$ cat config.mk
export PLATFORM = sky130hd
export DESIGN_NAME = camera_power_seq
export DESIGN_NICKNAME = d
export VERILOG_FILES = /design/src/rtl/camera_seq_pkg.sv /design/src/rtl/sync_2ff.sv /design/src/rtl/camera_power_seq.sv
export SDC_FILE = /design/constraint.sdc
export NUM_CORES = 1
export LEC_CHECK = 0
export ABC_AREA = 1
export CORE_MARGIN = 2
export CORE_UTILIZATION = 54
export CTS_CLUSTER_DIAMETER = 200
export DETAILED_ROUTE_END_ITERATION = 10
export PLACE_DENSITY = 0.73
export SLEW_MARGIN = 20
export SYNTH_ARGS = -nofsm -noshare
export SYNTH_HDL_FRONTEND = slang
export SYNTH_SLANG_ARGS = --single-unit
export TNS_END_PERCENT = 10
$ cat constraint.sdc
create_clock -name clk_25M -period 2 [get_ports clk_25M]
set_clock_uncertainty 0.1 [all_clocks]
set_input_delay 0.5 -clock clk_25M [delete_from_list [all_inputs] [get_ports clk_25M]]
set_output_delay 0.5 -clock clk_25M [all_outputs]
set_load 0.1 [all_outputs]
$ cat src/rtl/camera_seq_pkg.sv
// rtl/camera_seq_pkg.sv - shared states, default timings and sizing helpers for the camera power sequencer
package camera_seq_pkg;

    typedef enum logic [2:0] {
        PWR_WAIT,
        PWDN_LOW,
        RST_WAIT,
        CONFIG,
        READY,
        FAIL
    } cam_state_e;

    // Default delays in clk_25M cycles
    localparam int unsigned DEF_T_PWDN_CYC      = 125000;
    localparam int unsigned DEF_T_RST_CYC       = 25000;
    localparam int unsigned DEF_T_INIT_CYC      = 500000;
    localparam int unsigned DEF_CFG_TIMEOUT_CYC = 50000000;
    localparam int unsigned DEF_MAX_RETRY       = 3;

    function automatic int unsigned max4(input int unsigned a, input int unsigned b,
                                         input int unsigned c, input int unsigned d);
        int unsigned m;
        m = a;
        if (b > m) m = b;
        if (c > m) m = c;
        if (d > m) m = d;
        return m;
    endfunction

    // Smallest width whose range 0 .. 2^w-1 holds max_cyc-1
    function automatic int unsigned timer_width(input int unsigned max_cyc);
        int unsigned     w;
        longint unsigned lim;
        w   = 1;
        lim = 2;
        while (lim < 64'(max_cyc)) begin
            w   = w + 1;
            lim = lim << 1;
        end
        return w;
    endfunction

endpackage

$ cat src/rtl/sync_2ff.sv
// rtl/sync_2ff.sv - two-flop synchronizer for a single asynchronous level
module sync_2ff (
    input  logic clk,
    input  logic resetn,
    input  logic d,
    output logic q
);

    logic meta;

    always_ff @(posedge clk) begin
        if (!resetn) begin
            meta <= 1'b0;
            q    <= 1'b0;
        end else begin
            meta <= d;
            q    <= meta;
        end
    end

endmodule

$ cat src/rtl/camera_power_seq.sv
// rtl/camera_power_seq.sv - OV5640 power-up, reset and configuration-wait sequencer with retry
module camera_power_seq
    import camera_seq_pkg::*;
#(
    parameter  int unsigned T_PWDN_CYC      = DEF_T_PWDN_CYC,
    parameter  int unsigned T_RST_CYC       = DEF_T_RST_CYC,
    parameter  int unsigned T_INIT_CYC      = DEF_T_INIT_CYC,
    parameter  int unsigned CFG_TIMEOUT_CYC = DEF_CFG_TIMEOUT_CYC,
    parameter  int unsigned MAX_RETRY       = DEF_MAX_RETRY,
    localparam int unsigned RETRY_W         = $clog2(MAX_RETRY + 1)
) (
    input  logic               clk_25M,
    input  logic               sys_rstn,
    input  logic               restart,
    input  logic               reg_conf_done,
    output logic               camera_pwdn,
    output logic               camera_rstn,
    output logic               initial_en,
    output logic               cam_ready,
    output logic               cam_fail,
    output logic [RETRY_W-1:0] retry_cnt
);

    localparam int unsigned TMR_W = timer_width(max4(T_PWDN_CYC, T_RST_CYC,
                                                     T_INIT_CYC, CFG_TIMEOUT_CYC));

    cam_state_e         state;
    cam_state_e         nxt;
    logic [TMR_W-1:0]   timer;
    logic [RETRY_W-1:0] retry_nxt;
    logic               enter;
    logic               done_s;

    sync_2ff u_done_sync (
        .clk    (clk_25M),
        .resetn (sys_rstn),
        .d      (reg_conf_done),
        .q      (done_s)
    );

    // A lost done in READY is handled exactly like a CONFIG timeout
    always_comb begin
        nxt       = state;
        retry_nxt = retry_cnt;
        if (restart) begin
            nxt       = PWR_WAIT;
            retry_nxt = '0;
        end else begin
            case (state)
                PWR_WAIT: if (timer == TMR_W'(T_PWDN_CYC - 1)) nxt = PWDN_LOW;
                PWDN_LOW: if (timer == TMR_W'(T_RST_CYC - 1))  nxt = RST_WAIT;
                RST_WAIT: if (timer == TMR_W'(T_INIT_CYC - 1)) nxt = CONFIG;
                CONFIG, READY: begin
                    if (state == CONFIG && done_s) begin
                        nxt = READY;
                    end else if ((state == CONFIG && timer == TMR_W'(CFG_TIMEOUT_CYC - 1)) ||
                                 (state == READY && !done_s)) begin
                        if (retry_cnt < RETRY_W'(MAX_RETRY)) begin
                            nxt       = PWR_WAIT;
                            retry_nxt = retry_cnt + RETRY_W'(1);
                        end else begin
                            nxt = FAIL;
                        end
                    end
                end
                FAIL:    nxt = FAIL;
                default: nxt = PWR_WAIT;
            endcase
        end
        enter = restart || (nxt != state);
    end

    always_ff @(posedge clk_25M) begin
        if (!sys_rstn) begin
            state       <= PWR_WAIT;
            timer       <= '0;
            retry_cnt   <= '0;
            camera_pwdn <= 1'b1;
            camera_rstn <= 1'b0;
            initial_en  <= 1'b0;
            cam_ready   <= 1'b0;
            cam_fail    <= 1'b0;
        end else begin
            state       <= nxt;
            timer       <= enter ? '0 : timer + TMR_W'(1);
            retry_cnt   <= retry_nxt;
            camera_pwdn <= (nxt == PWR_WAIT) || (nxt == FAIL);
            camera_rstn <= (nxt == RST_WAIT) || (nxt == CONFIG) || (nxt == READY);
            initial_en  <= (nxt == CONFIG);
            cam_ready   <= (nxt == READY);
            cam_fail    <= (nxt == FAIL);
        end
    end

endmodule

---- After elaboration in Yosys (flattened, before gate mapping) ----
Cells that the tools add are included.
operators by class
  $add $sub $neg .......................... 2
  order comparisons ....................... 1
  equality and inequality tests ........... 14
  muxes and demuxes ....................... 8
  bitwise logic cells ..................... 2
  reductions and logical operators ........ 15
operators with widths
  operator               number
  $add 26x1->26 const B  1
  $eq 26x15->1 const B   1
  $eq 26x17->1 const B   1
  $eq 26x19->1 const B   1
  $eq 26x26->1 const B   1
  $mux 3                 7
  $pmux 3 s5             1
  $eq 3x2->1 const B     4
  $eq 3x3->1 const B     4
  $logic_not 3->1        2
  $reduce_or 2->1        3
  $logic_or 1x1->1       5
  $reduce_and 4->1       1
  $eq 3x1->1 const B     1
  $logic_and 1x1->1      3
  $ne 3x3->1             1
  $add 2x1->2 const B    1
  $lt 2x2->1 const B     1
  $not 1->1              2
  $logic_not 1->1        1
word-level totals
  flip-flop bits (word level) ............. 38
  output and inout bits ................... 7
  logic and storage cells ................. 52

---- Depth between registers and ports, before layout ----
Gate-level depths: netlist of run 1.
  depth after elaboration ................. 10
  gate-level depth with buffers ........... 16

---- Modules after synthesis ----
From an unflattened synthesis of run 1, not the netlist that was laid out.
unflattened totals
  cell total of the unflattened synthesis .. 322
  area total of the unflattened synthesis .. 2,342.2 µm²
by module, submodules not included
  module            instances  cells an instance  area an instance (µm²)
  camera_power_seq  1          316                2,287.2
  sync_2ff          1          6                  55.1

---- Least setup slack after synthesis of run 1 ----
OpenSTA, ideal clock, no wires.
  path kind ............................... reg-to-reg
  start ................................... register retry_cnt[1]
  end ..................................... register timer[11]
  arrival time ............................ 2.025 ns
  path slack .............................. -0.246 ns
  stages on the path, launching flop included .. 12
  path buffers ............................ 1
  clock period less this slack ............ 2.246 ns
  cells stage by stage .................... dfxtp_1 > ha_1 > inv_1 > nand2_2 > nand3b_1 > nand2_2 > nand2_1 > nand2_1 > nand2_2 > nand2_4 > buf_12 > nor2_4
on the way
  longest elaborated chain between the ends .. 9
RTL lines
  item                              RTL line                source
  start, declared                   camera_power_seq.sv:21  output logic [RETRY_W-1:0] retry_cnt
  start signal, assigned            camera_power_seq.sv:86  retry_cnt <= retry_nxt;
  $lt 2x2->1                        camera_power_seq.sv:58  if (retry_cnt < RETRY_W'(MAX_RETRY)) begin
  $mux 3                            camera_power_seq.sv:58
  $mux 3                            camera_power_seq.sv:56  end else if ((state == CONFIG && timer == TMR_W'(CFG_TIMEOUT_CYC - 1)) ||
  $mux 3                            camera_power_seq.sv:54  if (state == CONFIG && done_s) begin
  $pmux 3 s5                        camera_power_seq.sv:49  case (state)
  $mux 3                            camera_power_seq.sv:45  if (restart) begin
  $ne 3x3->1                        camera_power_seq.sv:70  enter = restart || (nxt != state);
  $logic_or 1x1->1                  camera_power_seq.sv:70
  $reduce_or 2->1 (no source line)  n/a
  end signal, assigned              camera_power_seq.sv:85  timer <= enter ? '0 : timer + TMR_W'(1);
  end, declared                     camera_power_seq.sv:29  logic [TMR_W-1:0] timer;
No other way between the ends.
A chain may end at the register's enable or synchronous reset.

---- Worst setup path in the final report of run 1 ----
  start ................................... register timer[1]
  end ..................................... register timer[3]
on the way
  longest elaborated chain between the ends .. 10
  elaborated cells on any way between the ends .. 17
RTL lines
  item                              RTL line
  $eq 26x26->1                      camera_power_seq.sv:56
  $logic_and 1x1->1                 camera_power_seq.sv:56
  $logic_or 1x1->1                  camera_power_seq.sv:56
  $mux 3                            camera_power_seq.sv:56
  $mux 3                            camera_power_seq.sv:54
  $pmux 3 s5                        camera_power_seq.sv:49
  $mux 3                            camera_power_seq.sv:45
  $ne 3x3->1                        camera_power_seq.sv:70
  $logic_or 1x1->1                  camera_power_seq.sv:70
  $reduce_or 2->1 (no source line)  n/a
Parallel ways exist; a longest one is shown, timed or not.

==> metrics.md, run 1 <==
| Metric | Value |
|---|---|
| R2r startpoint | timer[1]$_SDFF_PP0_ |
| Initial antenna violation count | 0 |
| Slew Limit Headroom | between 70% and 80% |
| Worst Setup Start Kind | register |
| Synth area leader | dfxtp_1 |
| Via count | about 2100 |
| CTS Buf Count | 5 |
| Cell Area, Synth | roughly 2300 µm² |
| Post-DP HPWL | about 3.5 mm |
| TritonCTS clock tree | built |
| Max cap viols | 0 |
| Largest cells by area after synthesis | dfxtp_1 34%, nor2_4 10%, nand2_1 9.2% |
| Class of the worst hold path | register to register |
| Htree depth | 2 |
| Register bit total from synthesis | 38 |
| Row count | 23 |
| WHS | roughly 0.33 ns |
| Routed WL per cell | 13.4 µm |
| GP Congestion | about 1.0 |
| Fin crit share | 102% |
| Status | finished, violations left |
| First-pass GRT wire length | roughly 8.5 mm |
| Final Slew Violations | 0 |
| Yosys top cell area share | 33.7% |
| Layout cell share with drive strength beyond 1 | between 40% and 50% |
| RSZ-0062 raised after global routing | yes |
| Final Hold Fails | 0 |
| Failing checks | negative setup slack |
| Routed Antenna Nets | 0 |
| Setup Viol. Count Final | 23 |
| DIE WIDTH | ~69 µm |
| # DRC | 0 |
| Overflow after GRT | 0 |
| Placed Instances | between 300 and 400 |
| Initial core utilization | between 50% and 60% |
| Clk_lat worst skew | ~0.30 ns |
| Non-Filler Instances | approximately 420 |
| RR Endpoint | timer[3]$_SDFF_PP0_ |
| Synth warn | 0 |
| Final min period | 2.05 ns |
| WS Path Type | register to register |
| Core area | 4000 µm² |
| Buffers on Ports | 10 |
| Static leakage | 1.25 nW |
| Register-to-Register Path Depth | 13 |
| Root Driver | clkbuf_8 |
| Setup crit end | timer[3]$_SDFF_PP0_ |
| FILL cells | roughly 260 |
| Worst vdd ir | 0.521 mV |
| Clock transition at path regs | approximately 0.08 ns |
| Vias in the first global route | 1912 |
| Post-Syn Area per Cell | about 7.3 µm² |
| I/O pin cnt | 11 |
| Pwr dens | around 520 nW/µm² |
| Worst Tran Pin Value | 0.316 ns |
| Fin nets | 373 |
| Fmax achieved | between 400 and 500 MHz |
| Setup WS post-layout | -0.0451 ns |
| Place WS | -0.0503 ns |
| Clock Tree Buf Depth | 2 |
| Die ar. | 4710 µm² |
| Synth Instances | roughly 310 |
| Seq/Total Area, Yosys | about a third |
| Antenna diodes | 0 |
| Syn-to-layout area delta | 41.1% |
| CTS sink count | 38 |
| CTS Hold Bufs | 0 |
| Net count after synthesis | 314 |
| Layout Utilization | between 70% and 80% |
| Worst Path Required | 2.14 ns |
| Worst-path maximum fanout | 5 |
| CP Capture Type | register |
| Unique masters post-synth | 24 |
| Largest net degree at the start of global routing | 13 |
| Drt pass-1 iters | 4 |
| Critical path arrival | approximately 2.2 ns |
| DRT iter0 DRCs | approximately 140 |
| R2R setup slack | -0.05 ns |
| CP Launch Point | timer[1]$_SDFF_PP0_ |
| Vias per inst | approximately 5 |
| Die Y | just under 70 µm |
| Most common cell after layout, fill and taps aside | nand2_1 |
| Design Power | 0.00167 W |
| Commonest non-fill, non-tap cells in the layout | 51 x nand2_1, 46 x inv_1, 40 x buf_4, 30 x nor2_4, 30 x nor2_1 |
| Total wire length | between 5 and 6 mm |
| GRT Total Usage | 24.7% |
worst max-delay path, cell delays in order, from the launching register on:
cell and delay [ns]:
dfxtp_2 0.36, ha_4 0.16, buf_6 0.09, nand4_1 0.15, nor2_4 0.16, nand3_2 0.11
a21oi_4 0.15, nand2_4 0.08, nand2_4 0.07, nor2_4 0.04, nor2_4 0.15, nand2_8 0.11
clkbuf_16 0.18, nor2_1 0.09
through the flow:
stage	setup TNS [ns]	cell area, µm²
2_1_floorplan	0	2260
3_3_place_gp	-0.299	2680
3_5_place_dp	-0.596	2680
4_1_cts	-0.607	2990
5_1_grt	-4.04	3180
6_report	-0.426	3180
layout make-up:
cell class                 count  area [µm²]  share of cell area [%]
clock buffer                   6        82.6                    2.60
clock inverter                 2        60.1                    1.89
inverter                      53         199                    6.25
multi-input combinational    213        1400                    44.0
sequential                    38         792                    24.9
tap                           50        62.6                    1.97
timing repair buffer          56         586                    18.4
metal layers:
metal | GRT usage (%) | share of wire [%]
met2 | 38.3 | 48
met5 | 0 | 0
met1 | 33.5 | 46
met4 | 11.5 | 2.3
met3 | 3.73 | 4.0
logic make-up after synthesis:
logic type,count (synthesis),share of synthesized area [%]
AND/OR/NAND/NOR,179,42.8
buffers and inverters,57,11.3
XOR/XNOR,23,8.93
adder cells (fa/ha/maj),2,1.11
flip-flops,38,33.7
AO/OA/AOI/OAI,9,2.05
synth_stat cells:
library cell and count:
a21oi_1 5, nor2_2 9, nand2_1 55, inv_1 51, buf_12 2, o22ai_1 1
nand3_1 23, inv_2 2, dfxtp_1 38, xnor2_1 3, nor2_4 21, nor3_1 9
o21ai_0 3, ha_1 2, xor2_1 20, nor3_2 2, nor2_1 42, nand3_2 1
nand3b_1 2, buf_6 1, nand2_2 9, nand4_1 4, nand2_4 2, buf_2 1
state kept, by name (all words and copies together), names as in the netlist:
signal and count:
cam_fail 1, cam_ready 1, camera_pwdn 1, camera_rstn 1
initial_en 1, retry_cnt 2, state 3, timer 26
u_done_sync.meta 1, u_done_sync.q 1
what timing repair did:
action                                  in CTS  in global routing
cloned                                       1                  1
gates resized for setup                     20                 48
pin swaps                                    4                 19
endpoints found under the setup margin      23                 32
buffers inserted                             9                  7
how the worst min path moves through the flow:
stage                                     start                  endpoint  cells after the start
finish              u_done_sync.meta$_SDFF_PN0_  u_done_sync.q$_SDFF_PN0_                      2
global route        u_done_sync.meta$_SDFF_PN0_  u_done_sync.q$_SDFF_PN0_                      2
CTS                 u_done_sync.meta$_SDFF_PN0_  u_done_sync.q$_SDFF_PN0_                      2
detailed placement  u_done_sync.meta$_SDFF_PN0_  u_done_sync.q$_SDFF_PN0_                      2
global placement    u_done_sync.meta$_SDFF_PN0_  u_done_sync.q$_SDFF_PN0_                      2
floorplan           u_done_sync.meta$_SDFF_PN0_  u_done_sync.q$_SDFF_PN0_                      2
report_power, final:
| part | total, W | switching (W) | internal [W] |
|---|---|---|---|
| Clock | 0.000826 | 0.000293 | 0.000532 |
| Combinational | 0.0000835 | 0.0000443 | 0.0000392 |
| Sequential | 0.000757 | 0.00000295 | 0.000754 |
No activity file was read; power rests on OpenSTA's default activity.
==> run 2, diff against run 1 <==
Settings changed: ABC_AREA 1 to unset, CORE_UTILIZATION 54 to 50, PLACE_DENSITY 0.73 to 0.68.
==> run 2 against run 1 <==
Net effect: the flow still finishes with violations (negative setup slack); sequential cell count unchanged; sequential share of layout area grew 2.9 points; clock-buffer cell count up 1; utilization shrank 6.3 points; final cell count is 16% lower; sequential power grew 0.7%; non-clock buffer count unchanged; design area decreased by 14%; fmax is 6.7% lower; synthesized area down 11%; combinational power shrank 46%; synthesized cell count fell by 18%; highest routed layer unchanged.
==> metrics.md, run 2 <==
| Metric | Value |
|---|---|
| CTS sink count | 38 (unchanged) |
| Die Y | 67.3 µm (-2.0%) |
| Largest reg by FF count | timer |
| Clk_lat worst skew | 0.29 ns (about the same) |
| Vias in the first global route | 2020 (+5.6%) |
| Status | finished, violations left |
| Routed WL per cell | 15.4 µm (+14%) |
| Setup Viol. Count Final | 34 (+48%) |
| Worst Tran Pin Value | 0.370 ns (+0.0549 ns) |
| Antenna diodes | 0 (unchanged) |
| Class of the worst hold path | register to register |
| Critical path arrival | 2.27 ns (+0.08 ns) |
| Synth Instances | 252 (-18%) |
| Yosys top cell area share | 38.0% (+4.3 points) |
| Place WS | -0.313 ns (-0.262 ns) |
| Worst Path Required | 2.07 ns (-0.07 ns) |
| RSZ-0062 raised after global routing | yes |
| Placed Area | 2530 µm² (-5.4%) |
| Fin nets | 310 (-17%) |
| Top_reg_cell synth | dfxtp_1 |
| Routed Antenna Nets | 0 (unchanged) |
| Via count | 2014 (-3.3%) |
| Post-Syn Area per Cell | 7.94 µm² (+8.5%) |
| Register bit total from synthesis | 38 (unchanged) |
| Largest cells by area after synthesis | dfxtp_1 38%, nor2_1 7.5%, nand2_1 7.3% |
| Non-Filler Instances | 353 (-16%) |
| Most common library cells after synthesis | 40 x nor2_1, 39 x nand2_1, 38 x dfxtp_1, 13 x xnor2_1, 12 x xor2_1 |
| Worst-path maximum fanout | 3 (-2) |
| Clock transition at path regs | 0.07 ns (about the same) |
| Failing checks | negative setup slack |
| Top-count cell post-synth | nor2_1 |
| Syn-to-layout area delta | 36.9% |
| Switching portion of total power | 19.0% (-1.5 points) |
| Worst Setup Start Kind | register |
| Slew Limit Headroom | 75.2% (-3.6 points) |
| Clock Tree Buf Depth | 2 (unchanged) |
| Drt pass-1 iters | 4 (unchanged) |
| Pwr dens | 520 nW/µm² (-0.76%) |
| GRT Total Usage | 25.9% (+1.3 points) |
| Initial core utilization | 53.5% (-2.9 points) |
| Worst vdd ir | 0.378 mV (-27%) |
| Row count | 22 (-4.3%) |
| Number of synthesized flops with an enable pin | 0 (unchanged) |
| Initial antenna violation count | 0 (unchanged) |
| Final Hold Fails | 0 (unchanged) |
| Net switching power | 0.000270 W (-21%) |
| Most common cell after layout, fill and taps aside | buf_4 |
| Flop pwr share | 53.5% (+8.1 points) |
| DIE WIDTH | 67.3 µm (-2.0%) |
| First-pass GRT wire length | 8.88 mm (+3.9%) |
| Commonest non-fill, non-tap cells in the layout | 45 x buf_4, 40 x nor2_1, 39 x nand2_1, 36 x dfxtp_1, 13 x xnor2_1 |
| Htree depth | 2 (unchanged) |
| Final Slew Violations | 0 (unchanged) |
| Placed Instances | 343 (-13%) |
| Cell Area, Synth | 2000 µm² (-11%) |
| Net count after synthesis | 258 (-18%) |
| R2R setup slack | -0.19 ns (-0.15 ns) |
| Final instance area | 2740 µm² (-14%) |
| Post-DP HPWL | 3.75 mm (+8.8%) |
| Max FFs per register | 26 (unchanged) |
| Fin crit share | 110% (+7.3 points) |
| Root Driver | clkbuf_8 |
| Synth area leader | dfxtp_1 |
| Async set-reset flop share out of synthesis | 0% (unchanged) |
| # DRC | 0 (unchanged) |
| I/O pin cnt | 11 (unchanged) |
| Layout cell share with drive strength beyond 1 | 25.9% (-16 points) |
| WS Path Type | register to register |
| CP Capture Type | register |
| Largest net degree at the start of global routing | 27 (+14) |
| Max cap viols | 0 (unchanged) |
| Setup WS post-layout | -0.192 ns (-0.147 ns) |
| Final min period | 2.19 ns (+0.147 ns) |
| TritonCTS clock tree | built |
| P_int | 0.00115 W (-13%) |
| Unique masters post-synth | 43 (+79%) |
| Seq/Total Area, Yosys | 38.0% (+4.3 points) |
| Fmax achieved | 456 MHz (-6.7%) |
| GP Congestion | 0.902 (-12%) |
| DRT iter0 DRCs | 110 (-19%) |
| Die ar. | 4530 µm² (-3.9%) |
| Vias per inst | 5.71 (+15%) |
| Static leakage | 1.13 nW (-9.0%) |
| Core area | 3740 µm² (-6.4%) |
| Total wire length | 5.43 mm (-3.3%) |
| WHS | 0.337 ns (+0.0106 ns) |
| Buffers on Ports | 10 (unchanged) |
| Layout Utilization | 73.2% (-6.3 points) |
| CTS Buf Count | 5 (unchanged) |
| Biggest regs | timer: 26 flops, state: 3 flops, retry_cnt: 2 flops |
| Gate power share | 3.2% (-1.8 points) |
| Clk pwr share | 43.3% (-6.2 points) |
| Overflow after GRT | 0 (unchanged) |
| Synth warn | 0 (unchanged) |
run 2: metal layers:
layer  vias up  routed length (µm)  track usage, %
li1        974                   -               -
met1       959                2340            31.5
met2        62                2720            45.0
met3        19                 239            4.50
met4         0                 123            11.0
met5         -                   0               0
run 2: worst paths after layout:
kind | endpoint | cells after the start | start
setup / recovery | camera_rstn$_SDFF_PN0_ | 6 | timer[25]$_SDFF_PP0_
setup reg to reg | camera_rstn$_SDFF_PN0_ | 6 | timer[25]$_SDFF_PP0_
hold / removal | u_done_sync.q$_SDFF_PN0_ | 1 | u_done_sync.meta$_SDFF_PN0_
hold reg to reg | u_done_sync.q$_SDFF_PN0_ | 1 | u_done_sync.meta$_SDFF_PN0_
run 2: kinds of logic (layout without fill, tap and decap cells):
logic type / count (synthesis) / after routing / share of synthesized area (%)
and+or+nand+nor: 153 / 153 / 38.5
DFF: 38 / 38 / 38.0
xor gates and xnor gates: 25 / 25 / 10.9
AOI/OAI and AO/OA: 17 / 17 / 6.88
buffers and inverters: 16 / 69 / 3.94
adders and majority gates: 2 / 2 / 1.25
muxes: 1 / 1 / 0.500
run 2: what timing repair did:
| item | in CTS | in global routing |
|---|---|---|
| endpoints found under the setup margin | 33 | 36 |
| resized for setup | 11 | 6 |
| hold buffers | 0 | 0 |
| pin swaps | 0 | 1 |
| setup buffers | 2 | 0 |
run 2: layout make-up:
class	instances	area [µm²]
repair buffers	56	528
clock buffers	7	76.3
inverters	5	18.8
multi-input cells	198	1260
flip-flops and latches	38	763
well taps	48	60.1
clock inverters	1	30.0
fillers	300	1000
run 2: worst max-delay path, stage by stage (launching register included):
cell,delay [ns]
dfxtp_1,0.36
nor4bb_2,0.35
nand4_1,0.25
or4_1,0.57
a31oi_4,0.23
nor2_1,0.08
a21o_1,0.15
run 2: per-stage QoR:
step / power (W) / setup TNS [ns]
6_report: 0.00142 / -4.86
5_1_grt: 0.00147 / -9.78
4_1_cts: 0.00144 / -1.80
3_5_place_dp: 0.000823 / -6.66
3_3_place_gp: 0.000821 / -6.92
2_1_floorplan: 0.000799 / 0
run 2: power groups by stage:
stage / Combinational [W] / Sequential, W / Clock [W]
after global routing: 0.0000492 / 0.000762 / 0.000658
after CTS: 0.0000448 / 0.000762 / 0.000630
after detailed placement: 0.0000433 / 0.000779 / 0
after global placement: 0.0000422 / 0.000779 / 0
final: 0.0000453 / 0.000762 / 0.000618
after floorplan: 0.0000200 / 0.000779 / 0
